$ cat src/rtl/img_load_ctrl.sv
// img_load_ctrl
//   Sequencer and single-port arbiter for the input image RAM (NPIX x DW).
//   IDLE -> LOAD on load_start; LOAD writes an incoming pixel stream to
//   addresses 0..NPIX-1; FULL hands the RAM port to the convolution reader
//   until img_release. clear aborts from any state.
//
//   Optional build macro: IMG_LOAD_TIMEOUT_EN
//     When defined, LOAD aborts to IDLE (err pulse) after TIMEOUT idle cycles.
//     When undefined, no counter is built and err is tied low.
//
// Ports
//   clk, reset          clock, async active-high reset
//   load_start, clear   start a load / soft abort (clear wins over all)
//   pix_valid/ready/data  pixel stream handshake
//   rd_req, rd_addr     reader request, granted only in FULL
//   rd_ack              read address issued this cycle
//   img_release         reader done with image (FULL -> IDLE)
//   mem_addr/wdata/we   registered RAM port
//   img_ready, busy     status (FULL, not IDLE)
//   count               pixels written so far
//   err                 one-cycle load-timeout pulse
module img_load_ctrl #(
  parameter int NPIX    = 784,
  parameter int AW      = 10,
  parameter int DW      = 8,
  parameter int TIMEOUT = 65535
) (
  input  logic          clk,
  input  logic          reset,
  input  logic          load_start,
  input  logic          clear,
  input  logic          pix_valid,
  input  logic [DW-1:0] pix_data,
  output logic          pix_ready,
  input  logic          rd_req,
  input  logic [AW-1:0] rd_addr,
  output logic          rd_ack,
  input  logic          img_release,
  output logic [AW-1:0] mem_addr,
  output logic [DW-1:0] mem_wdata,
  output logic          mem_we,
  output logic          img_ready,
  output logic          busy,
  output logic [AW-1:0] count,
  output logic          err
);

  typedef enum logic [1:0] {IDLE, LOAD, FULL} state_t;
  state_t state;

  localparam logic [AW-1:0] LAST = AW'(NPIX - 1);

`ifdef IMG_LOAD_TIMEOUT_EN
  localparam int TW = $clog2(TIMEOUT + 1);
  // Compare against TIMEOUT-1: the counter is 0 in the cycle after the last
  // beat, so the abort edge lands exactly TIMEOUT cycles after that beat.
  localparam logic [TW-1:0] TLIM = TW'(TIMEOUT - 1);
  logic [TW-1:0] tcnt;
  logic          err_q;
  assign err = err_q;
`else
  logic unused_timeout;
  assign unused_timeout = (TIMEOUT != 0);
  assign err = 1'b0;
`endif

  assign pix_ready = (state == LOAD);
  assign img_ready = (state == FULL);
  assign busy      = (state != IDLE);

  always_ff @(posedge clk or posedge reset) begin
    if (reset) begin
      state     <= IDLE;
      count     <= '0;
      mem_addr  <= '0;
      mem_wdata <= '0;
      mem_we    <= 1'b0;
      rd_ack    <= 1'b0;
`ifdef IMG_LOAD_TIMEOUT_EN
      tcnt      <= '0;
      err_q     <= 1'b0;
`endif
    end else begin
      // Strobes default low; set only on the cycle that issues them.
      mem_we <= 1'b0;
      rd_ack <= 1'b0;
`ifdef IMG_LOAD_TIMEOUT_EN
      err_q  <= 1'b0;
`endif
      if (clear) begin
        state <= IDLE;
        count <= '0;
      end else begin
        case (state)
          IDLE: begin
            if (load_start) begin
              state <= LOAD;
              count <= '0;
`ifdef IMG_LOAD_TIMEOUT_EN
              tcnt  <= '0;
`endif
            end
          end
          LOAD: begin
            if (pix_valid) begin
              mem_addr  <= count;
              mem_wdata <= pix_data;
              mem_we    <= 1'b1;
              count     <= count + 1'b1;
`ifdef IMG_LOAD_TIMEOUT_EN
              tcnt      <= '0;
`endif
              // Leaving LOAD on the last beat keeps count <= NPIX and no
              // address >= NPIX can ever be written.
              if (count == LAST) state <= FULL;
            end
`ifdef IMG_LOAD_TIMEOUT_EN
            else if (tcnt == TLIM) begin
              state <= IDLE;
              count <= '0;
              tcnt  <= '0;
              err_q <= 1'b1;
            end else begin
              tcnt <= tcnt + 1'b1;
            end
`endif
          end
          FULL: begin
            // Release wins over a same-cycle read request.
            if (img_release) begin
              state <= IDLE;
              count <= '0;
            end else if (rd_req) begin
              mem_addr <= rd_addr;
              rd_ack   <= 1'b1;
            end
          end
          default: state <= IDLE;
        endcase
      end
    end
  end

endmodule

$ cat config.mk
export PLATFORM = sky130hd
export DESIGN_NAME = img_load_ctrl
export DESIGN_NICKNAME = d
export VERILOG_FILES = /design/src/rtl/img_load_ctrl.sv
export SDC_FILE = /design/constraint.sdc
export NUM_CORES = 1
export LEC_CHECK = 0
export ABC_AREA = 1
export BUFFER_PORTS_ARGS = -buffer_cell sky130_fd_sc_hd__buf_4
export CORE_ASPECT_RATIO = 1.2
export CORE_UTILIZATION = 28
export CTS_BUF_LIST = sky130_fd_sc_hd__clkbuf_8
export CTS_CLUSTER_DIAMETER = 30
export DETAILED_ROUTE_END_ITERATION = 7
export GPL_TIMING_DRIVEN = 1
export HOLD_SLACK_MARGIN = 0.15
export PLACE_DENSITY_LB_ADDON = 0.1
export SLEW_MARGIN = 0
export SYNTH_ARGS = -nofsm -noshare
export SYNTH_HDL_FRONTEND = slang
export SYNTH_SLANG_ARGS = --single-unit
$ cat constraint.sdc
create_clock -name clk -period 3.35 [get_ports clk]
set_input_delay 0.1675 -clock clk [delete_from_list [all_inputs] [get_ports clk]]
set_output_delay 0.1675 -clock clk [all_outputs]
set_load 0.01 [all_outputs]
### Word level (Yosys, flattened, before mapping)

Cells that the tools add are included.

* add/sub/neg operators: 1
* equal/unequal tests: 10
* reductions and logical operators: 8
* bitwise gates (word level): 1
* muxes and demuxes: 22

Operators by type and width (count)
* two-way mux 10 bit: 7
* case mux 10 bit (3 select lines): 1
* case mux 10 bit (2 select lines): 1
* adder 10 x 1 -> 10 bit, second input constant: 1
* == test 10 bit, second input constant: 1
* two-way mux 2 bit: 5
* inequality test 3 bit, second input constant: 3
* AND reduction 4 bit: 2
* two-way mux 1 bit: 7
* inequality test 2 bit, second input constant: 3
* case mux 2 bit (3 select lines): 1
* AND reduction 5 bit: 1
* nonzero test 2 bit: 2
* nonzero test 4 bit: 1
* inequality test 3 x 2 -> 1 bit, second input constant: 1
* AND reduction 3 bit: 1
* == test 2 x 1 -> 1 bit, second input constant: 1
* == test 2 bit, second input constant: 1
* logical NOT 2 bit: 1
* inverter 1 bit: 1

* output and inout port bits: 34
* input port bits: 25
* bits in registers: 32

### Depth between registers and ports, before layout

Gate-level depths: netlist of run 1.

* depth after elaboration: 5
* gate-level depth with buffers: 8
* depth with buffers taken out: 8

### Worst setup path after synthesis of run 1

Ideal clock, no wire load.

* path kind: reg2reg
* start point: reg count[1]
* end point: reg count[8]
* path buffers: 0
* slack: 1993 ps
* stages on the path, launching flop included: 9
* arrival time: 1240 ps
* setup time: 117 ps
* cells stage by stage: dfrtp_1 ha_1 inv_1 nor2_1 nand2_1 nor2_1 nand3_1 nand2_1 nor2_1

* word-level cells in the longest chain between the ends: 4

RTL lines
* start: declaration: line 44 `output logic [AW-1:0] count,`
* start signal: assignment: line 109 `count <= count + 1'b1;`
* adder 10 x 1 -> 10 bit: line 109
* two-way mux 10 bit: line 105 `if (pix_valid) begin`
* case mux 10 bit (3 select lines): line 94 `case (state)`
* two-way mux 10 bit: line 90 `if (clear) begin`

No other way between the ends. The select of a mux whose other input is x is not followed.
A chain may end at the register's enable or synchronous reset.

### Worst setup path in the final report of run 1

Ends and elaborated chain as after synthesis.

==> summary.txt, run 1 <==
Drt
  – Post-route ant nets: 0
  – Vias: 1662
  – Initial DRC count: 67
  – DR WL/cell: 11.8 um
  – TritonRoute pass-1 iters: 4
  – Vias per cell: 4.28
  – Post-Route WL: approximately 4.6 mm
  – DRC: 0

Floorplan
  – # rows: 31
  – Area of the core: 6010 sq um
  – Die footprint: 6500 sq um
  – Io pins: 59
  – Initial core utilization: between 20% and 30%
  – Die height: 88.1 um
  – Die width: 73.8 um

Pwr
  – Pwr Density: a little over 600 nW/um^2
  – Comb pwr share: 41.9%
  – Sequential power share: 37.5%
  – Clock power share: 20.6%
  – Leak: 1.32 nW
  – Pint: ~0.93 mW
  – Overall Power: around 1.5 mW
  – Maximum vdd drop: 0.248 mV
  – Sw power: 0.578 mW
  – Sw Share: 38.3%

Yosys
  – Syn avg cell area: about 7.4 sq um
  – Synth top area share: a little under half
  – Top cells by area, synth: dfrtp_1 46%, nand2_1 20%, nor2_1 5.6%
  – Synth top cells by count: 94 x nand2_1, 32 x dfrtp_1, 26 x nor2_1
  – YS warnings: 0
  – Post-synth top flop: dfrtp_1
  – Post-synth EDFFs: 0
  – Async SR Flop Fraction: 100%
  – Post-synth top area cell: dfrtp_1
  – Synth Net Count: 261
  – Number of synthesized register bits: 32
  – Netlist cell types: 23
  – Cells after synthesis: 235
  – Sequential element share of the synthesized area: 46.3%
  – Count leader, synth: nand2_1
  – Post-synthesis cell area: 1730 sq um

Clock network
  – CTS Buf Count: 5
  – Clk pin slew, worst setup/hold paths: 0.07 ns
  – CTS resizes: 0
  – Clock latency on the worst-skew pair: 0.29 ns
  – Setup Buffers After CTS: 0
  – Clock root buffer: clkbuf_8
  – Clock Path Buffers: 2
  – Hold_buf cts: 10
  – Clock sink total: 32
  – CTS HTree Levels: 2
  – CTS tree: built

Setup path
  – WP data required: roughly 3.5 ns
  – R2r worst-path depth: 8
  – CP endpoint kind: flop
  – Worst R2R Setup Slack: around 1.8 ns
  – Worst EP arrival: 1.72 ns
  – CP Launch Type: flop
  – Startpoint of the worst-slack reg-to-reg timing path: count[1]
  – FF-to-FF End: count[8]
  – CP max FO: 5
  – CP Class: flop to flop

GRT
  – Tot GR Track Use: between 10% and 20%
  – Largest net degree at the start of global routing: 33
  – First-pass GRT wire length: 7.38 mm
  – Initial antenna violation count: 0
  – Vias in the first global route: 1618
  – Total gr overflow: 0

Timing
  – Clk_skew: 0.00709 ns
  – Slew @ Worst Pin: between 0.5 and 0.6 ns
  – Final worst path period need: 1.54 ns
  – Setup violators final: 0
  – RSZ-0062 raised after global routing: false
  – Fmax: 0.651 GHz
  – Headroom to the max-slew limit: 60.3%
  – Final hold violation count: 0
  – Fin. max-slew vios: 0
  – Final hold slack: 0.173 ns
  – Period utilization: 45.9%
  – Final TNS setup: 0 ns

Hold path
  – Hold Crit Start: img_release
  – Worst Hold Depth: 4
  – Min-Delay Path Class: input port to flop
  – WHS Endpoint: rd_ack

Layout
  – Filler cells: between 600 and 700
  – Nets: 331
  – Area taken by multi-input logic gates: 796 sq um
  – Layout Area Growth over Synthesis: 39.9%
  – Register area: about 800 sq um
  – Fraction of layout cells with a size suffix above 1: 28.4%
  – Ant diodes: 0
  – Finished Cell Area: 2420 sq um

Status
  – Status: finished, final reports clean

Placed design
  – I/O Buffers: 57
  – Global placement routability congestion: 0.754
  – DP HPWL: 3.34 mm
  – Area of placed instances: 2230 sq um

Run
  – Max-cap violations: 0
==> worst max path at each step <==
stage	from	to	slack, ns
after detailed placement	count[1]	count[8]	1.82
after global placement	count[1]	count[8]	1.83
final	count[1]	count[8]	1.81
after CTS	count[1]	count[8]	1.80
after global routing	count[1]	count[8]	1.57
after floorplan	count[1]	count[8]	1.99
==> worst max-delay path, cell delays in order, from the launching register on <==
cell and delay (ns):
dfrtp_1 0.44, ha_1 0.28, inv_1 0.06, nor2_1 0.18
nand2_1 0.13, nor2_1 0.14, nand3_1 0.09, nand2_1 0.07
nor2_1 0.05
==> cell families (layout without fill, tap and decap cells) <==
group                    Yosys count  in the layout  synth area share (%)
flip-flops                        32             32                  46.3
buffers and inverters             30            101                  7.74
AND/OR/NAND/NOR                  146            146                  36.3
adder cells (fa/ha/maj)            1              1                 0.723
other                              1              1                 0.217
XOR/XNOR                           1              1                 0.506
AO/OA/AOI/OAI                     24             24                  8.24
==> area by class of cell <==
class	count	area share [%]
timing repair buffer	68	22.1
sequential	32	33.1
clock inverter	2	0.413
clock buffer	6	3.41
multi-input combinational	173	32.9
tap	82	4.24
inverter	25	3.88
==> power by group through the flow <==
| stage | sequential [mW] | combinational, mW | clock (mW) |
|---|---|---|---|
| final | 0.565 | 0.632 | 0.311 |
| after global routing | 0.578 | 0.712 | 0.338 |
| after CTS | 0.567 | 0.645 | 0.321 |
| after detailed placement | 0.574 | 0.635 | 0 |
| after global placement | 0.573 | 0.634 | 0 |
| after floorplan | 0.616 | 0.326 | 0 |
==> flip-flops by register name, indices dropped and copies added (netlist names) <==
name	cells
rd_ack	1
state	2
count	10
mem_addr	10
mem_wdata	8
mem_we	1
==> through the flow <==
step,instances,worst slack (ns),utilization [%]
2_1_floorplan,235,1.99,-
3_5_place_dp,370,1.82,37.1
5_1_grt,388,1.57,40.3
6_report,388,1.81,40.3
3_3_place_gp,370,1.83,37.1
4_1_cts,388,1.80,40.3
==> cell usage in the layout, fill, tap and decap left out <==
cell type      count
inv_1             17
buf_4             58
o21ai_2            1
conb_1             1
nand2_1           94
o21ai_0            4
nor2_8             1
nor2_4             3
clkbuf_8           6
nand3_1           15
a21oi_2            3
o211ai_2           1
dlygate4sd3_1     10
o21ai_1           13
nand2_4            1
xor2_1             1
nand2_2            3
ha_1               1
nand4_1            3
dfrtp_1           32
nor2_1            26
inv_2              8
clkinv_2           2
a21oi_1            2
==> metal layers <==
layer	wire length, um	GRT usage (%)	part of all wire (%)
met4	73	5.77	1.6
met1	2050	18.3	45
met2	2240	26.1	49
met3	200	3.68	4.4
met5	0	0	0
(Power assumes the default switching activity.)
==> run 2: changes to the inputs <==
--- a/config.mk
+++ b/config.mk
@@ -5,7 +5,7 @@
 export SDC_FILE = /design/constraint.sdc
 export NUM_CORES = 1
 export LEC_CHECK = 0
-export ABC_AREA = 1
+export ABC_AREA = 0
 export BUFFER_PORTS_ARGS = -buffer_cell sky130_fd_sc_hd__buf_4
 export CORE_ASPECT_RATIO = 1.2
 export CORE_UTILIZATION = 28
==> constraint.sdc (replaced) <==
create_clock -name clk -period 1.54 [get_ports clk]
set_input_delay 0.077 -clock clk [delete_from_list [all_inputs] [get_ports clk]]
set_output_delay 0.077 -clock clk [all_outputs]
set_load 0.01 [all_outputs]
==> run 2 against run 1 <==
The flow now finishes with violations (DRC, setup timing); hold slack got worse by 0.017 ns; maximum frequency decreased by 1.5%; largest power group is now registers; critical endpoint is now count[9]; worst setup slack got worse by 1.8 ns; critical path type unchanged; wire length increased by 0.18%.
==> summary.txt, run 2 <==
Drt
  – Post-Route WL: 4.58 mm (was 4.57 mm)
  – DRC: 8 (was 0)
  – Highest metal used: met4 (unchanged)
  – DR WL/cell: 14.4 um (was 11.8 um)
  – TritonRoute pass-1 iters: 6 (was 4)
  – Vias per cell: 4.78 (was 4.28)
  – Initial DRC count: 52 (was 67)
  – Post-route ant nets: 0 (unchanged)
  – Met3 WL post-DR: 194 um (was 200 um)
  – Met2 wire len: 2.35 mm (was 2.24 mm)
  – Vias: 1516 (was 1662)
  – WL met1: 1.98 mm (was 2.05 mm)

Clock network
  – CTS Buf Count: 5 (unchanged)
  – Clock root buffer: clkbuf_8 (unchanged)
  – Clock sink total: 32 (unchanged)
  – Clock latency on the worst-skew pair: 0.28 ns (was 0.29 ns)
  – CTS tree: built (unchanged)
  – CTS HTree Levels: 2 (unchanged)
  – Clock Path Buffers: 2 (unchanged)
  – Clk pin slew, worst setup/hold paths: 0.07 ns (about the same)

Floorplan
  – # rows: 29 (was 31)
  – Area of the core: 5370 sq um (was 6010 sq um)
  – Die width: 70.6 um (was 73.8 um)
  – Initial core utilization: 29.4% (was 28.8%)
  – Die footprint: 5950 sq um (was 6500 sq um)
  – Die height: 84.3 um (was 88.1 um)
  – Io pins: 59 (unchanged)

Pwr
  – Pwr Density: 836 nW/um^2 (was 623 nW/um^2)
  – Leak: 1.19 nW (was 1.32 nW)
  – Maximum vdd drop: 0.591 mV (was 0.248 mV)

Yosys
  – Number of synthesized register bits: 32 (unchanged)
  – Cells after synthesis: 148 (was 235)
  – Count leader, synth: dfrtp_1 (was nand2_1)
  – Synth top area share: 50.7% (was 46.3%)
  – Post-synth top flop: dfrtp_1 (unchanged)
  – Post-synth EDFFs: 0 (unchanged)
  – Post-synthesis cell area: 1580 sq um (was 1730 sq um)
  – YS warnings: 0 (unchanged)
  – Netlist cell types: 37 (was 23)
  – Post-synth top area cell: dfrtp_1 (unchanged)
  – Synth Net Count: 174 (was 261)
  – Syn avg cell area: 10.7 sq um (was 7.36 sq um)
  – Synth top cells by count: 32 x dfrtp_1, 16 x a21oi_1, 14 x nor2_1 (was 94 x nand2_1, 32 x dfrtp_1, 26 x nor2_1)
  – Top cells by area, synth: dfrtp_1 51%, mux2i_1 7.0%, a21oi_1 5.1% (was dfrtp_1 46%, nand2_1 20%, nor2_1 5.6%)
  – Sequential element share of the synthesized area: 50.7% (was 46.3%)
  – Async SR Flop Fraction: 100% (unchanged)

Setup path
  – CP max FO: 6 (was 5)
  – Worst EP arrival: 1.76 ns (was 1.72 ns)
  – CP Class: flop to flop (unchanged)
  – CP Launch Type: flop (unchanged)
  – WP data required: 1.74 ns (was 3.53 ns)
  – CP endpoint kind: flop (unchanged)

Layout
  – Most common cell after layout, fill and taps aside: buf_4 (was nand2_1)
  – Layout Area Growth over Synthesis: 66.3% (was 39.9%)
  – Ant diodes: 0 (unchanged)
  – Register area: 805 sq um (was 801 sq um)
  – Filler cells: 521 (was 656)
  – Final Instance Count excl. Fillers: 317 (was 388)
  – Finished Cell Area: 2630 sq um (was 2420 sq um)
  – Nets: 280 (was 331)
  – Commonest non-fill, non-tap cells in the layout: 81 x buf_4, 29 x dfrtp_1, 23 x dlygate4sd3_1 (was 94 x nand2_1, 58 x buf_4, 32 x dfrtp_1)
  – Largest regs: count x10, mem_addr x10, mem_wdata x8 (unchanged)
  – Post-layout util: 49.0% (was 40.3%)
  – Area taken by multi-input logic gates: 757 sq um (was 796 sq um)
  – Fraction of layout cells with a size suffix above 1: 43.1% (was 28.4%)

Timing
  – Clk_skew: 0.00849 ns (was 0.00709 ns)
  – Final hold violation count: 0 (unchanged)
  – Final worst slack: -0.0214 ns (was 1.81 ns)
  – Final hold slack: 0.156 ns (was 0.173 ns)
  – Setup violators final: 2 (was 0)
  – Fmax: 0.640 GHz (was 0.651 GHz)
  – Final worst path period need: 1.56 ns (was 1.54 ns)
  – Period utilization: 101% (was 45.9%)
  – RSZ-0062 raised after global routing: true (was false)
  – Fin. max-slew vios: 0 (unchanged)
  – Headroom to the max-slew limit: 55.1% (was 60.3%)
  – Slew @ Worst Pin: 0.673 ns (was 0.593 ns)

GRT
  – Total gr overflow: 0 (unchanged)
  – First-pass GRT wire length: 7.26 mm (was 7.38 mm)
  – Vias in the first global route: 1573 (was 1618)
  – Initial antenna violation count: 0 (unchanged)
  – Largest net degree at the start of global routing: 21 (was 33)
  – Tot GR Track Use: 15.4% (was 15.2%)

Placed design
  – I/O Buffers: 57 (unchanged)
  – Global placement routability congestion: 0.806 (was 0.754)
  – Pre-CTS WS: -0.0520 ns (was 1.82 ns)
  – Area of placed instances: 2210 sq um (was 2230 sq um)
  – DP HPWL: 3.25 mm (was 3.34 mm)
  – Cells after DPL: 281 (was 370)

Status
  – Status: finished with violations (was finished, final reports clean)
  – Failing checks: DRC, setup timing

Hold path
  – Min-Delay Path Class: input port to flop (unchanged)

Run
  – Max-cap violations: 0 (unchanged)
==> run 2: cell count changes in the layout (fill, tap and decap cells not counted), moves of 4 or more <==
cell           change
a21oi_1           +12
inv_2              -8
nor2_1            -12
mux2i_1           +11
mux2_1             +7
nand3_1           -12
inv_1             -12
o21ai_0            -4
nand2_1           -86
buf_4             +23
dlygate4sd3_1     +13
==> run 2: per-stage QoR <==
stage	power (mW)	setup TNS, ns
6_report	2.20	-0.0386
2_1_floorplan	1.22	-0.0301
3_3_place_gp	1.48	0
3_5_place_dp	1.49	-0.0854
5_1_grt	2.32	-0.544
4_1_cts	2.22	-0.0120
==> run 2: per-layer routing <==
metal,up-vias,track usage [%]
li1,736,-
met1,734,18.0
met2,40,28.7
met3,6,3.48
met4,0,3.27
met5,-,0
==> run 2: what timing repair did <==
action / CTS / global route
setup endpoints to repair: 3 / 25
resized for setup: 3 / 15
endpoints found under the hold margin: 35 / 1
gates cloned: 1 / 2
buffers inserted: 1 / 1
hold buffers: 22 / 1
pin swaps: 2 / 5
==> run 2: layout make-up <==
cell class | instances | area share (%)
clock buffers | 6 | 3.14
inverters | 5 | 0.904
repair buffers | 107 | 33.2
flip-flops and latches | 32 | 30.6
well taps | 62 | 2.95
multi-input cells | 103 | 28.8
clock inverters | 2 | 0.428
==> run 2: worst max-delay path, cell delays in order (launching register included) <==
cell and delay (ns):
dfrtp_1 0.41, mux2_4 0.33, a221oi_4 0.37, buf_6 0.19, o31ai_1 0.08, a21oi_1 0.12
==> run 2: cells by family after synthesis <==
kind of cell / count (synthesis) / synth area share (%)
AND/OR/NAND/NOR: 47 / 16.5
multiplexers: 20 / 13.6
buffers and inverters: 13 / 4.83
adder cells (fa/ha/maj): 1 / 0.792
flip-flops: 32 / 50.7
other: 1 / 0.237
AO/OA/AOI/OAI: 34 / 13.3
==> run 2: power breakdown <==
group	total (mW)	switching (mW)	internal, mW
combinational	0.532	0.226	0.307
clock	0.662	0.306	0.356
sequential	1.00	0.0557	0.947
total	2.20	0.587	1.61
==> run 2: worst paths after layout <==
check,from,to,slack (ns),depth (start not counted)
setup / recovery,state[0],count[9],-0.02,5
hold / removal,rd_addr[9],mem_addr[9],0.16,3
setup reg to reg,state[0],count[9],-0.02,5
hold reg to reg,mem_wdata[5],mem_wdata[5],0.49,1
max in group asynchronous,reset,mem_wdata[3],0.50,4
min in group asynchronous,reset,mem_addr[6],0.45,3
==> run 3: changes to the inputs <==
--- a/config.mk
+++ b/config.mk
@@ -7,7 +7,7 @@
 export LEC_CHECK = 0
 export ABC_AREA = 0
 export BUFFER_PORTS_ARGS = -buffer_cell sky130_fd_sc_hd__buf_4
-export CORE_ASPECT_RATIO = 1.2
+export CORE_ASPECT_RATIO = 0.7
 export CORE_UTILIZATION = 28
 export CTS_BUF_LIST = sky130_fd_sc_hd__clkbuf_8
 export CTS_CLUSTER_DIAMETER = 30
@@ -15,6 +15,7 @@
 export GPL_TIMING_DRIVEN = 1
 export HOLD_SLACK_MARGIN = 0.15
 export PLACE_DENSITY_LB_ADDON = 0.1
+export RECOVER_POWER = 100
 export SLEW_MARGIN = 0
 export SYNTH_ARGS = -nofsm -noshare
 export SYNTH_HDL_FRONTEND = slang
==> run 3 against run 2 <==
The run ends with setup timing left; die area hardly changed; sequential power hardly changed; sequential cell count stayed put; clock power is 9.1% lower; highest routed layer unchanged.
==> summary.txt, run 3 (synthesis results as in run 2) <==
Layout
  – Ant diodes: 0 (unchanged)
  – Layout Area Growth over Synthesis: 57.9% (was 66.3%)
  – Fraction of layout cells with a size suffix above 1: 32.1% (was 43.1%)
  – Commonest non-fill, non-tap cells in the layout: 43 x buf_4, 29 x dfrtp_1, 28 x clkbuf_1 (was 81 x buf_4, 29 x dfrtp_1, 23 x dlygate4sd3_1)
  – Largest regs: count x10, mem_addr x10, mem_wdata x8 (unchanged)
  – Most common cell after layout, fill and taps aside: buf_4 (unchanged)
  – Nets: 274 (was 280)

Clock network
  – CTS tree: built (unchanged)
  – Clock sink total: 32 (unchanged)
  – Clock Path Buffers: 2 (unchanged)
  – CTS HTree Levels: 2 (unchanged)
  – Clk pin slew, worst setup/hold paths: 0.06 ns (was 0.07 ns)
  – Clock latency on the worst-skew pair: 0.29 ns (was 0.28 ns)
  – Clock root buffer: clkbuf_8 (unchanged)
  – CTS Buf Count: 5 (unchanged)

Floorplan
  – Die width: 91.8 um (was 70.6 um)
  – Io pins: 59 (unchanged)
  – Area of the core: 5340 sq um (was 5370 sq um)
  – Initial core utilization: 29.6% (was 29.4%)
  – Die footprint: 5950 sq um (about the same)
  – Die height: 64.9 um (was 84.3 um)
  – # rows: 22 (was 29)

Status
  – Status: finished with violations (unchanged)
  – Failing checks: setup timing (was DRC, setup timing)

Setup path
  – FF-to-FF End: count[6] (was count[9])
  – CP max FO: 12 (was 6)
  – CP endpoint kind: flop (unchanged)
  – R2r worst-path depth: 5 (unchanged)
  – Worst R2R Setup Slack: -0.02 ns (about the same)
  – Worst EP arrival: 1.73 ns (was 1.76 ns)
  – CP Class: flop to flop (unchanged)
  – Startpoint of the worst-slack reg-to-reg timing path: state[0] (unchanged)
  – WP data required: 1.71 ns (was 1.74 ns)
  – CP Launch Type: flop (unchanged)

Pwr
  – Clock power share: 29.2% (was 30.1%)
  – Sw Share: 28.2% (was 26.7%)
  – Leak: 1.07 nW (was 1.19 nW)
  – Comb pwr share: 22.1% (was 24.2%)
  – Maximum vdd drop: 0.509 mV (was 0.591 mV)
  – Sequential power share: 48.7% (was 45.6%)
  – Pwr Density: 827 nW/um^2 (was 836 nW/um^2)
  – Sw power: 0.581 mW (was 0.587 mW)
  – Pint: 1.48 mW (was 1.61 mW)
  – Overall Power: 2.06 mW (was 2.20 mW)

Timing
  – Period utilization: 101% (about the same)
  – Setup violators final: 3 (was 2)
  – Headroom to the max-slew limit: 45.5% (was 55.1%)
  – Final worst path period need: 1.56 ns (about the same)
  – Clk_skew: 0.00645 ns (was 0.00849 ns)
  – Final worst slack: -0.0213 ns (was -0.0214 ns)
  – Slew @ Worst Pin: 0.817 ns (was 0.673 ns)
  – Final hold violation count: 0 (unchanged)
  – Fmax: 0.640 GHz (about the same)
  – Fin. max-slew vios: 0 (unchanged)
  – RSZ-0062 raised after global routing: true (unchanged)
  – Final TNS setup: -0.0383 ns (was -0.0386 ns)

Hold path
  – WHS Endpoint: rd_ack (was mem_addr[9])
  – Min-Delay Path Class: input port to flop (unchanged)
  – Hold Crit Start: img_release (was rd_addr[9])
  – Worst Hold Depth: 3 (unchanged)

GRT
  – Tot GR Track Use: 16.4% (was 15.4%)
  – First-pass GRT wire length: 7.33 mm (was 7.26 mm)
  – Initial antenna violation count: 0 (unchanged)
  – Largest net degree at the start of global routing: 33 (was 21)
  – Total gr overflow: 0 (unchanged)
  – Vias in the first global route: 1472 (was 1573)

Drt
  – DRC: 0 (was 8)
  – TritonRoute pass-1 iters: 4 (was 6)
  – Post-Route WL: 4.70 mm (was 4.58 mm)
  – Vias: 1494 (was 1516)
  – Vias per cell: 4.65 (was 4.78)
  – Initial DRC count: 46 (was 52)
  – Post-route ant nets: 0 (unchanged)
  – DR WL/cell: 14.6 um (was 14.4 um)

Run
  – Max-cap violations: 0 (unchanged)

Placed design
  – I/O Buffers: 57 (unchanged)
  – Global placement routability congestion: 0.837 (was 0.806)
  – DP HPWL: 3.21 mm (was 3.25 mm)
[run 3: power by group through the flow]
stage,Combinational (mW),Sequential [mW],Clock (mW)
after global routing,0.499,1.01,0.659
after floorplan,0.155,1.07,0
after global placement,0.467,1.01,0
final,0.456,1.00,0.602
after CTS,0.526,1.00,0.619
after detailed placement,0.473,1.02,0
[run 3: cell type report]
cell class	count	area, sq um
fillers	544	2850
clock buffers	5	68.8
flip-flops and latches	32	805
repair buffers	100	718
well taps	72	90.1
repair inverters	1	7.51
multi-input cells	103	772
clock inverters	3	12.5
inverters	5	21.3
[run 3: metal layers]
metal	wire length [um]	vias up	global-route usage, %	part of all wire [%]
met1	2360	726	22.0	50
li1	-	726	-	-
met5	0	-	0	0
met4	63	0	5.86	1.3
met3	182	8	3.52	3.9
met2	2090	34	26.0	44
[run 3: worst max-delay path by stage]
stage	depth (start not counted)	from	slack, ns	end
floorplan	5	count[0]	-0.03	state[1]
global placement	7	state[0]	-0.05	count[5]
detailed placement	7	state[0]	-0.05	count[5]
CTS	5	state[0]	0.003	count[8]
global route	5	state[0]	-0.08	count[6]
finish	5	state[0]	-0.02	count[6]
[run 3: per-stage QoR]
stage	cells	hold WS, ns	setup slack (ns)	util (%)	cell area [sq um]
after global placement	289	0.198	-0.0527	41.6	2220
after floorplan	148	0.140	-0.0301	-	1600
after global routing	321	0.220	-0.0844	46.7	2490
final	321	0.185	-0.0213	46.7	2490
after CTS	321	0.168	0.00329	47.8	2550
after detailed placement	289	0.199	-0.0470	41.6	2220
[run 3: timing repair]
item	4_1_cts	5_1_grt
resized for setup	6	11
cloned	1	0
pin swaps	4	0
endpoints found under the setup margin	11	18
hold buffers	22	0
setup buffers	1	0
hold endpoints to repair	53	0
[run 3: worst max-delay path, cell delays in order (launching register included)]
cell and delay [ns]:
dfrtp_1 0.41, mux2_4 0.32, a221oi_4 0.34, buf_12 0.18, o21ai_1 0.10, o31ai_2 0.09
